==> config.mk <==
export PLATFORM = sky130hd
export DESIGN_NAME = mod_instruction_fetch_unit
export DESIGN_NICKNAME = d
export VERILOG_FILES = /design/src/rtl/mips_fetch_pkg.sv /design/src/rtl/mod_fetch_fifo.sv /design/src/rtl/mod_instruction_fetch_unit.sv
export SDC_FILE = /design/constraint.sdc
export NUM_CORES = 1
export LEC_CHECK = 0
export BUFFER_PORTS_ARGS = -buffer_cell sky130_fd_sc_hd__buf_2
export CORE_ASPECT_RATIO = 0.8
export CORE_MARGIN = 5
export CORE_UTILIZATION = 27
export CTS_BUF_LIST = sky130_fd_sc_hd__clkbuf_4
export CTS_CLUSTER_SIZE = 12
export DETAILED_ROUTE_END_ITERATION = 7
export GPL_TIMING_DRIVEN = 0
export PLACE_DENSITY = 0.46
export REMOVE_ABC_BUFFERS = 1
export SETUP_SLACK_MARGIN = 0.02
export SYNTH_ARGS = -nofsm -noshare
export SYNTH_HDL_FRONTEND = slang
export SYNTH_SLANG_ARGS = --single-unit
==> constraint.sdc <==
create_clock -name clk -period 5.2 [get_ports clk]
set_clock_uncertainty 0.1 [all_clocks]
set_input_delay 1.04 -clock clk [delete_from_list [all_inputs] [get_ports clk]]
set_output_delay 1.04 -clock clk [all_outputs]
set_load 0.005 [all_outputs]
==> src/rtl/mips_fetch_pkg.sv <==
// Shared constants, entry type and opcode helpers for the MIPS fetch/decode slice.
package mips_fetch_pkg;

  localparam int unsigned INSTR_W = 32;
  localparam int unsigned ADDR_W  = 32;

  localparam logic [5:0] OPCODE_J   = 6'b000010;
  localparam logic [5:0] OPCODE_JAL = 6'b000011;

  // Field slice bounds within an instruction word
  localparam int unsigned OPC_MSB  = 31;
  localparam int unsigned OPC_LSB  = 26;
  localparam int unsigned JIDX_MSB = 25;
  localparam int unsigned JIDX_LSB = 0;

  // One prefetch entry: word address plus the instruction fetched from it
  typedef struct packed {
    logic [ADDR_W-1:0]  pc;
    logic [INSTR_W-1:0] instr;
  } fetch_entry_t;

  // True for the unconditional jumps that fetch can resolve on its own
  function automatic logic is_jump(input logic [INSTR_W-1:0] instr);
    return (instr[OPC_MSB:OPC_LSB] == OPCODE_J) || (instr[OPC_MSB:OPC_LSB] == OPCODE_JAL);
  endfunction

endpackage

==> src/rtl/mod_fetch_fifo.sv <==
// Small prefetch FIFO of {pc, instruction} entries with a registered head and synchronous flush.
module mod_fetch_fifo
  import mips_fetch_pkg::*;
#(
  parameter int unsigned DEPTH = 2
) (
  input  logic                         clk,
  input  logic                         rst_n,
  input  logic                         i_flush,
  input  logic                         i_push,
  input  logic                         i_pop,
  input  fetch_entry_t                 i_wdata,
  output logic                         o_full,
  output logic                         o_empty,
  output fetch_entry_t                 o_head,
  output logic [$clog2(DEPTH+1)-1:0]   o_count
);

  localparam int unsigned PTR_W = (DEPTH > 1) ? $clog2(DEPTH) : 1;
  localparam int unsigned CNT_W = $clog2(DEPTH + 1);

  fetch_entry_t       r_mem [DEPTH];
  logic [PTR_W-1:0]   r_rd_ptr;
  logic [PTR_W-1:0]   r_wr_ptr;
  logic [CNT_W-1:0]   r_count;
  fetch_entry_t       r_head;
  logic               w_push;
  logic               w_pop;

  function automatic logic [PTR_W-1:0] ptr_inc(input logic [PTR_W-1:0] p);
    if (p == PTR_W'(DEPTH - 1)) return '0;
    return p + 1'b1;
  endfunction

  assign o_full  = (r_count == CNT_W'(DEPTH));
  assign o_empty = (r_count == '0);
  assign o_head  = r_head;
  assign o_count = r_count;

  // Qualify requests so the FIFO never overruns or underruns on its own
  always_comb begin
    w_pop  = i_pop & ~o_empty;
    w_push = i_push & (~o_full | w_pop);
  end

  // Entry storage; contents need no reset since count gates visibility
  always_ff @(posedge clk) begin
    if (w_push && !i_flush) r_mem[r_wr_ptr] <= i_wdata;
  end

  // Pointers, occupancy and head register; the head keeps its last value once drained
  always_ff @(posedge clk or negedge rst_n) begin
    if (!rst_n) begin
      r_rd_ptr <= '0;
      r_wr_ptr <= '0;
      r_count  <= '0;
      r_head   <= '0;
    end else if (i_flush) begin
      r_rd_ptr <= '0;
      r_wr_ptr <= '0;
      r_count  <= '0;
    end else begin
      if (w_push) r_wr_ptr <= ptr_inc(r_wr_ptr);
      if (w_pop)  r_rd_ptr <= ptr_inc(r_rd_ptr);
      if (w_push && !w_pop)      r_count <= r_count + 1'b1;
      else if (w_pop && !w_push) r_count <= r_count - 1'b1;
      // Head takes the pushed word when it becomes the only entry, else the next stored one
      if (w_push && ((r_count == '0) || (w_pop && r_count == CNT_W'(1))))
        r_head <= i_wdata;
      else if (w_pop && r_count > CNT_W'(1))
        r_head <= r_mem[ptr_inc(r_rd_ptr)];
    end
  end

endmodule

==> src/rtl/mod_instruction_fetch_unit.sv <==
// Instruction fetch: owns the pc, drives the ROM, pre-decodes J/JAL and buffers fetched words.
module mod_instruction_fetch_unit
  import mips_fetch_pkg::*;
#(
  parameter int unsigned       FIFO_DEPTH     = 2,
  parameter logic [ADDR_W-1:0] RESET_ADDR     = 32'd0,
  parameter int unsigned       JUMP_PREDECODE = 1
) (
  input  logic                clk,
  input  logic                rst_n,
  output logic [ADDR_W-1:0]   rom_address,
  input  logic [INSTR_W-1:0]  rom_instruction,
  input  logic                fetch_en,
  input  logic                redirect_valid,
  input  logic [ADDR_W-1:0]   redirect_addr,
  output logic                out_valid,
  input  logic                out_ready,
  output logic [INSTR_W-1:0]  out_instruction,
  output logic [ADDR_W-1:0]   out_pc
);

  localparam int unsigned CNT_W = $clog2(FIFO_DEPTH + 1);

  logic [ADDR_W-1:0]  r_pc;
  logic [ADDR_W-1:0]  w_pc_plus1;
  logic [ADDR_W-1:0]  w_next_pc;
  logic               w_is_jump;
  logic               w_pop;
  logic               w_can_push;
  logic               w_full;
  logic               w_empty;
  logic [CNT_W-1:0]   w_count;
  fetch_entry_t       w_push_data;
  fetch_entry_t       w_head;

  assign rom_address     = r_pc;
  assign out_valid       = ~w_empty;
  assign out_instruction = w_head.instr;
  assign out_pc          = w_head.pc;

  // Next-pc selection and push/pop qualification; redirect suppresses any push
  always_comb begin
    w_pc_plus1  = r_pc + 32'd1;
    w_is_jump   = (JUMP_PREDECODE != 0) && is_jump(rom_instruction);
    w_next_pc   = w_is_jump ? {w_pc_plus1[ADDR_W-1:OPC_LSB], rom_instruction[JIDX_MSB:JIDX_LSB]}
                            : w_pc_plus1;
    w_pop       = out_valid & out_ready;
    w_can_push  = fetch_en & ~redirect_valid & ((32'(w_count) < FIFO_DEPTH) | w_pop);
    w_push_data = '{pc: r_pc, instr: rom_instruction};
  end

  // Program counter: redirect wins, otherwise advance only when the fetched word is accepted
  always_ff @(posedge clk or negedge rst_n) begin
    if (!rst_n)              r_pc <= RESET_ADDR;
    else if (redirect_valid) r_pc <= redirect_addr;
    else if (w_can_push)     r_pc <= w_next_pc;
  end

  mod_fetch_fifo #(
    .DEPTH (FIFO_DEPTH)
  ) u_fifo (
    .clk     (clk),
    .rst_n   (rst_n),
    .i_flush (redirect_valid),
    .i_push  (w_can_push),
    .i_pop   (w_pop),
    .i_wdata (w_push_data),
    .o_full  (w_full),
    .o_empty (w_empty),
    .o_head  (w_head),
    .o_count (w_count)
  );

  a_full_matches_count: assert property (@(posedge clk) disable iff (!rst_n)
    w_full == (32'(w_count) == FIFO_DEPTH));

endmodule

==> results of run 1 <==
## sequential cells by signal (all words and copies together) (netlist names)
| name | count |
|---|---|
| u_fifo.r_mem | 128 |
| u_fifo.o_head | 64 |
| rom_address | 32 |
| u_fifo.r_wr_ptr | 1 |
| u_fifo.o_count | 2 |
| u_fifo.r_rd_ptr | 1 |
## layout by cell type (no fill, tap or decap), types with 23 or more instances in the layout
cell,synthesis,final
buf_2,25,164
edfxtp_1,128,128
clkbuf_4,0,108
nand2_1,102,102
dfrtp_1,100,99
nor2_1,85,84
a21oi_1,78,77
mux2i_1,70,70
o21ai_1,68,67
o21ai_0,23,23
## final cells by class
cell class                      count  area share [%]
Clock buffer                      108            6.45
Antenna cell                        3          0.0597
Sequential cell                   228            50.5
Timing Repair Buffer              180            9.01
Clock inverter                     16            1.56
Multi-Input combinational cell    579            27.4
Tap cell                          487            4.85
Inverter                            7           0.209
## logic make-up after synthesis
group                    share of synthesized area (%)
buffers and inverters                             2.49
multiplexers                                      7.13
XOR/XNOR                                          1.49
flip-flops                                        63.5
AO/OA/AOI/OAI                                     12.5
adder cells (fa/ha/maj)                          0.501
AND/OR/NAND/NOR                                   12.3
## layer usage
layer | GRT usage, % | wire length [um] | vias to the layer above | share of wire, %
met3 | 4.62 | 1840 | 81 | 6.1
met4 | 5.02 | 808 | 14 | 2.7
met2 | 21.3 | 13100 | 186 | 43
li1 | - | - | 3627 | -
met5 | 0 | 88 | - | 0.29
met1 | 21.0 | 14300 | 3499 | 48
## metrics by stage
stage               util (%)  setup slack [ns]  cells
finish                  34.1              1.77   1608
global route            34.1              1.48   1606
CTS                     34.1              1.63   1605
detailed placement      31.4              1.17   1481
global placement        30.4            -10.67   1466
floorplan                  -             -3.88    814
## where the power goes
group	internal, W	switching [W]	total [W]	leakage, nW
clock network	0.00119	0.000808	0.00200	0.588
logic	0.000688	0.000855	0.00154	2.05
registers	0.00234	0.000299	0.00264	2.41
total	0.00421	0.00196	0.00618	5.05
## worst min path at each step
stage	start	to	slack [ns]	cells after the start
after floorplan	u_fifo.o_head[0]	u_fifo.o_head[0]	0.38	2
after CTS	rst_n	u_fifo.o_head[24]	0.08	1
final	rst_n	u_fifo.o_head[22]	0.15	1
after detailed placement	u_fifo.o_head[44]	u_fifo.o_head[44]	0.37	2
after global placement	u_fifo.o_head[43]	u_fifo.o_head[43]	0.36	2
after global routing	rst_n	u_fifo.o_head[24]	0.09	1
==> results_tabular.tex, run 1 <==
\begin{tabular}{lr}
\hline
Metric & Value \\
\hline
\multicolumn{2}{l}{\textbf{STA}} \\
Minimum clock period after layout & 3.43 ns \\
Setup TNS & 0 ns \\
Count of final max-slew check failures & 0 \\
Slew headroom & 33.6\% \\
Unrepaired setup endpoints after global routing & no \\
Final setup violating endpoints & 0 \\
Final count of hold timing violations & 0 \\
Hold WS & approximately 0.15 ns \\
Fraction of the cycle the final worst path needs & $\sim$66\% \\
FMAX & between 200 and 300 MHz \\
Measured slew at the worst slew-check pin & about 1 ns \\
\multicolumn{2}{l}{\textbf{CTS}} \\
Hold\_buf cts & 0 \\
Number of buffers inserted to repair setup after CTS & 0 \\
Max H-tree Level & 3 \\
Clock tree from TritonCTS & yes \\
TritonCTS buffer count & 68 \\
Total of cells resized after clock tree synthesis & 0 \\
Clk\_lat worst skew & 0.67 ns \\
Clock slew seen by the registers of the worst setup and hold paths & roughly 0.070 ns \\
Deepest clock path buffer count & 3 \\
Clk Tree Root Cell & clkbuf\_4 \\
Clock sink count & between 200 and 250 \\
\multicolumn{2}{l}{\textbf{Place}} \\
DP Area & 0.0116 mm\^{}2 \\
IO Port Bufs & between 150 and 200 \\
Estimated wirelength of the detail-placed design & 20300 um \\
Global placement routability congestion & slightly above 0.7 \\
\multicolumn{2}{l}{\textbf{Power and ir drop}} \\
Power per unit of standard cell area & 491 mW/mm\^{}2 \\
Total Power & 0.00618 W \\
Worst supply voltage drop on vdd & between 0.2 and 0.25 mV \\
Leak & between 5 and 6 nW \\
\multicolumn{2}{l}{\textbf{Routing}} \\
Total number of vias & between 7000 and 8000 \\
Antenna Nets Post-Route & 0 \\
Final wirelength & approximately 30000 um \\
Post-detailed-route wirelength per cell & 18.7 um \\
DR DRC count & 0 \\
Initial DRC count & approximately 330 \\
Routed via count divided by cell count & $\sim$4.6 \\
Number of iterations in the first detailed-routing pass & 4 \\
\multicolumn{2}{l}{\textbf{Final layout}} \\
Multi-input gate area & $\sim$0.0034 mm\^{}2 \\
Layout cells sized above 1 & between 20 and 30\% \\
Syn-to-layout area delta & 25.9\% \\
Net count reported at finish & 1137 \\
Register Area & between 0.006 and 0.007 mm\^{}2 \\
Post-layout instance area & around 0.013 mm\^{}2 \\
Fill cell total of the finished layout & between 3000 and 4000 \\
\multicolumn{2}{l}{\textbf{Worst setup path}} \\
Number of cells on the critical path & 7 \\
Reg-to-reg setup timing slack & 1.77 ns \\
Slowest stage cell on the critical path & nor2\_4 \\
Nature of the critical path startpoint & flip-flop \\
Highest fanout seen on the critical path & 25 \\
CP Data Required Time & roughly 5.5 ns \\
Cell Chain, Critical Path & inv\_2, ha\_1, nand2b\_1, a21oi\_2, nand2\_1, nor2\_4, buf\_12 \\
Beginning of the critical path & u\_fifo.o\_count[1] \\
Source of the worst register-to-register timing path & u\_fifo.o\_count[1] \\
Data arrival time of the critical path & 3.70 ns \\
Highest cell delay on the worst timing path & approximately 0.64 ns \\
Crit Path Category & flip-flop to flip-flop \\
Kind of cell adding the most delay to the critical path & simple AND/OR/NAND/NOR gates \\
RR Endpoint & u\_fifo.r\_mem[0][46] \\
Worst Setup EP & u\_fifo.r\_mem[0][46] \\
Endpoint type of the worst setup path & flip-flop \\
Crit path buf inv count & 2 \\
Number of cells on the worst reg-to-reg path & 7 \\
\multicolumn{2}{l}{\textbf{GRT}} \\
Vias in the first global route & $\sim$7600 \\
Total congestion overflow after global routing & 0 \\
Maximum number of pins on one net before global-route repair & 71 \\
Number of antenna violations at the first check in global routing & 9 \\
Total GRT Usage & between 10\% and 20\% \\
First-pass GRT wire length & around 46000 um \\
\multicolumn{2}{l}{\textbf{Synthesis}} \\
Synth top cells by count & 128 x edfxtp\_1, 102 x nand2\_1, 100 x dfrtp\_1 \\
Syn Std Cell Area & about 0.01 mm\^{}2 \\
Post-synth top area share & between 30\% and 40\% \\
Most common cell in the synthesized netlist & edfxtp\_1 \\
Top\_reg\_cell synth & edfxtp\_1 \\
Count of unique library cells instantiated by Yosys & a little over 50 \\
EDFF count, synth & 128 \\
Proportion of register bits with asynchronous set or reset after synthesis & 43.9\% \\
Count of mapped cells out of synthesis & 865 \\
Post-synth top area cell & edfxtp\_1 \\
Sequential share of the synthesized area & approximately 64\% \\
Avg Synthesized Cell Area & around 12 um\^{}2 \\
Largest cells by area after synthesis & edfxtp\_1 38\%, dfrtp\_1 25\%, mux2i\_1 7.0\%, a21oi\_1 3.9\%, nand2\_1 3.8\% \\
Synthesis-stage register bit count & roughly 230 \\
Yosys warnings & 0 \\
\multicolumn{2}{l}{\textbf{Floorplanning}} \\
Die outline area & approximately 0.041 mm\^{}2 \\
Horizontal die dimension & 225 um \\
Vert. Die Dim & about 180 um \\
Initial Utilization & 27.1\% \\
Count of boundary I/O pins & between 150 and 200 \\
Std-Cell Rows & 63 \\
Core area & between 0.03 and 0.04 mm\^{}2 \\
\multicolumn{2}{l}{\textbf{Run status}} \\
Result of the run & finished, final reports clean \\
\multicolumn{2}{l}{\textbf{Run}} \\
Max Cap Violations & 0 \\
\multicolumn{2}{l}{\textbf{Worst hold path}} \\
Class of the most critical hold timing path & input pin to asynchronous set/reset pin \\
\hline
\end{tabular}
Note: power is estimated with default switching activity, not from simulation.
==> run 2, diff against run 1 <==
==> constraint.sdc (replaced) <==
create_clock -name clk -period 2.9 [get_ports clk]
set_clock_uncertainty 0.1 [all_clocks]
set_input_delay 0.58 -clock clk [delete_from_list [all_inputs] [get_ports clk]]
set_output_delay 0.58 -clock clk [all_outputs]
set_load 0.005 [all_outputs]
==> run 2 against run 1 <==
Compared with the run above: flip-flop and latch count unchanged; combinational power up 88%; sequential power up 80%; first-iteration DRC count up 19%; core utilization up 1.9 points; highest routed layer is now met4; sequential share of layout area down 2.6 points; largest power group unchanged; design area up 5.5%.
==> results_tabular.tex, run 2 (same netlist as run 1, synthesis figures left out) <==
\begin{tabular}{lr}
\hline
Metric & Value \\
\hline
\multicolumn{2}{l}{\textbf{Run status}} \\
Result of the run & finished, final reports clean \\
\multicolumn{2}{l}{\textbf{STA}} \\
Unrepaired setup endpoints after global routing & yes \\
Slew headroom & approximately 30\% \\
Count of final max-slew check failures & 0 \\
Fraction of the cycle the final worst path needs & around 97\% \\
Minimum clock period after layout & around 2.8 ns \\
Final count of hold timing violations & 0 \\
FMAX & around 360 MHz \\
Hold WS & just under 0.1 ns \\
Final setup violating endpoints & 0 \\
Measured slew at the worst slew-check pin & $\sim$1.1 ns \\
\multicolumn{2}{l}{\textbf{CTS}} \\
Clock slew seen by the registers of the worst setup and hold paths & 0.07 ns \\
Clock sink count & 228 \\
Deepest clock path buffer count & 3 \\
Clk\_lat worst skew & 0.67 ns \\
Max H-tree Level & 3 \\
TritonCTS buffer count & around 70 \\
Clock tree from TritonCTS & yes \\
Clk Tree Root Cell & clkbuf\_4 \\
\multicolumn{2}{l}{\textbf{Power and ir drop}} \\
Fraction of power spent switching nets & 32.1\% \\
Total internal power & 0.00763 W \\
Power per unit of standard cell area & 846 mW/mm\^{}2 \\
P\_sw & 0.00360 W \\
Share of total power in the clock network & 32.0\% \\
Flop pwr share & 42.2\% \\
Gate power share & 25.8\% \\
Worst supply voltage drop on vdd & between 0.3 and 0.4 mV \\
Leak & 5.34 nW \\
\multicolumn{2}{l}{\textbf{Place}} \\
Global placement routability congestion & between 0.7 and 0.8 \\
DP Area & between 0.01 and 0.015 mm\^{}2 \\
IO Port Bufs & 165 \\
Total instance count after detailed placement & 1481 \\
Estimated wirelength of the detail-placed design & approximately 20000 um \\
\multicolumn{2}{l}{\textbf{Worst setup path}} \\
Cell Chain, Critical Path & inv\_2, ha\_1, nor2b\_1, o21ai\_1, or4\_1, a31oi\_1 \\
Kind of cell adding the most delay to the critical path & simple AND/OR/NAND/NOR gates \\
Crit Path Category & flip-flop to flip-flop \\
Highest fanout seen on the critical path & 9 \\
Slowest stage cell on the critical path & or4\_1 \\
Nature of the critical path startpoint & flip-flop \\
Crit path buf inv count & 1 \\
Data arrival time of the critical path & roughly 3.3 ns \\
Reg-to-reg setup timing slack & $\sim$0.092 ns \\
Highest cell delay on the worst timing path & 0.62 ns \\
Endpoint type of the worst setup path & flip-flop \\
CP Data Required Time & about 3.4 ns \\
\multicolumn{2}{l}{\textbf{Routing}} \\
Final wirelength & 31700 um \\
Post-detailed-route wirelength per cell & about 19 um \\
Number of iterations in the first detailed-routing pass & 4 \\
Initial DRC count & a little under 400 \\
Routed via count divided by cell count & about 4.6 \\
Total number of vias & between 7000 and 8000 \\
DR DRC count & 0 \\
Antenna Nets Post-Route & 0 \\
\multicolumn{2}{l}{\textbf{Floorplanning}} \\
Die outline area & 0.0410 mm\^{}2 \\
Count of boundary I/O pins & roughly 170 \\
Initial Utilization & a little over a quarter \\
Horizontal die dimension & $\sim$230 um \\
Core area & 0.0368 mm\^{}2 \\
Std-Cell Rows & 63 \\
Vert. Die Dim & approximately 180 um \\
\multicolumn{2}{l}{\textbf{GRT}} \\
Maximum number of pins on one net before global-route repair & 71 \\
Total GRT Usage & approximately 15\% \\
Vias in the first global route & 7905 \\
First-pass GRT wire length & slightly below 50000 um \\
Number of antenna violations at the first check in global routing & 5 \\
Total congestion overflow after global routing & 0 \\
\multicolumn{2}{l}{\textbf{Final layout}} \\
Most frequent standard cell in the layout excluding fill and tap cells & buf\_2 \\
Commonest cells after routing, fill and taps aside & 164 x buf\_2, 128 x edfxtp\_1, 108 x clkbuf\_4 \\
Post-layout instance area & about 0.013 mm\^{}2 \\
Fill cell total of the finished layout & about 3700 \\
Layout cells sized above 1 & between 20\% and 30\% \\
Largest register FFs & about 130 \\
Register Area & roughly 0.0064 mm\^{}2 \\
Multi-input gate area & approximately 0.0035 mm\^{}2 \\
Net count reported at finish & around 1200 \\
Register containing the most flip-flops in the final layout & u\_fifo.r\_mem \\
Syn-to-layout area delta & 32.8\% \\
Final instance count without filler cells & about 1700 \\
\multicolumn{2}{l}{\textbf{Worst hold path}} \\
Class of the most critical hold timing path & input pin to flip-flop \\
\multicolumn{2}{l}{\textbf{Run}} \\
Max Cap Violations & 0 \\
\hline
\end{tabular}
run 2: cell types whose count changed in the layout (fill, tap and decap cells not counted), sizes merged:
| cell | before | now |
|---|---|---|
| dlygate4sd3 | 0 | 62 |
| buf | 180 | 184 |
| diode | 3 | 5 |
| and3 | 14 | 15 |
| nor2 | 85 | 86 |
| o21ai | 91 | 92 |
run 2: area by class of cell:
class                           instances  area share (%)
Sequential cell                       228            47.9
Clock inverter                         16            1.48
Multi-Input combinational cell        582            26.2
Inverter                                7           0.198
Antenna cell                            5          0.0943
Timing Repair Buffer                  246            13.4
Tap cell                              487            4.59
Clock buffer                          108            6.11
run 2: power by group through the flow:
stage / Sequential [W] / Combinational (W) / Clock, W
6_report: 0.00474 / 0.00290 / 0.00359
3_5_place_dp: 0.00480 / 0.00286 / 0
3_3_place_gp: 0.00496 / 0.00269 / 0
4_1_cts: 0.00475 / 0.00296 / 0.00376
2_1_floorplan: 0.00482 / 0.00156 / 0
5_1_grt: 0.00485 / 0.00327 / 0.00395
run 2: repair_timing:
item | CTS | global route
hold buffers | 61 | 1
pin swaps | 3 | 2
resized for setup | 5 | 0
endpoints found under the setup margin | 188 | 90
setup buffers | 4 | 0
gates cloned | 1 | 2
hold endpoints to repair | 122 | 1
run 2: metal layers:
metal	track usage (%)	vias up	share of wire (%)
met5	0	-	0
met4	5.19	0	2.9
met3	3.86	73	5.4
met2	22.3	211	43
met1	21.9	3639	49
li1	-	3771	-
run 2: metrics by stage:
step                util (%)  TNS [ns]  worst slack [ns]  power, W
floorplan                  -   -632.33             -6.00   0.00638
global placement        30.4  -1489.26            -12.57   0.00765
detailed placement      31.4    -84.77            -0.666   0.00766
CTS                     35.9         0             0.136    0.0115
global route            36.0    -0.909           -0.0555    0.0121
finish                  36.0         0            0.0922    0.0112
run 2: worst min-delay path: stages:
cell,delay [ns]
buf_2,0.10
nor2_1,0.10
a31oi_1,0.05
run 2: worst paths after layout:
| kind | from | cells after the start | endpoint |
|---|---|---|---|
| worst min register to register | u_fifo.o_head[12] | 2 | u_fifo.o_head[12] |
| worst min-delay path | redirect_addr[31] | 3 | rom_address[31] |
| min in group asynchronous | rst_n | 2 | u_fifo.o_head[22] |
| worst max-delay path | u_fifo.o_count[1] | 6 | rom_address[27] |
| max in group asynchronous | rst_n | 3 | u_fifo.o_head[5] |
| worst max register to register | u_fifo.o_count[1] | 6 | rom_address[27] |
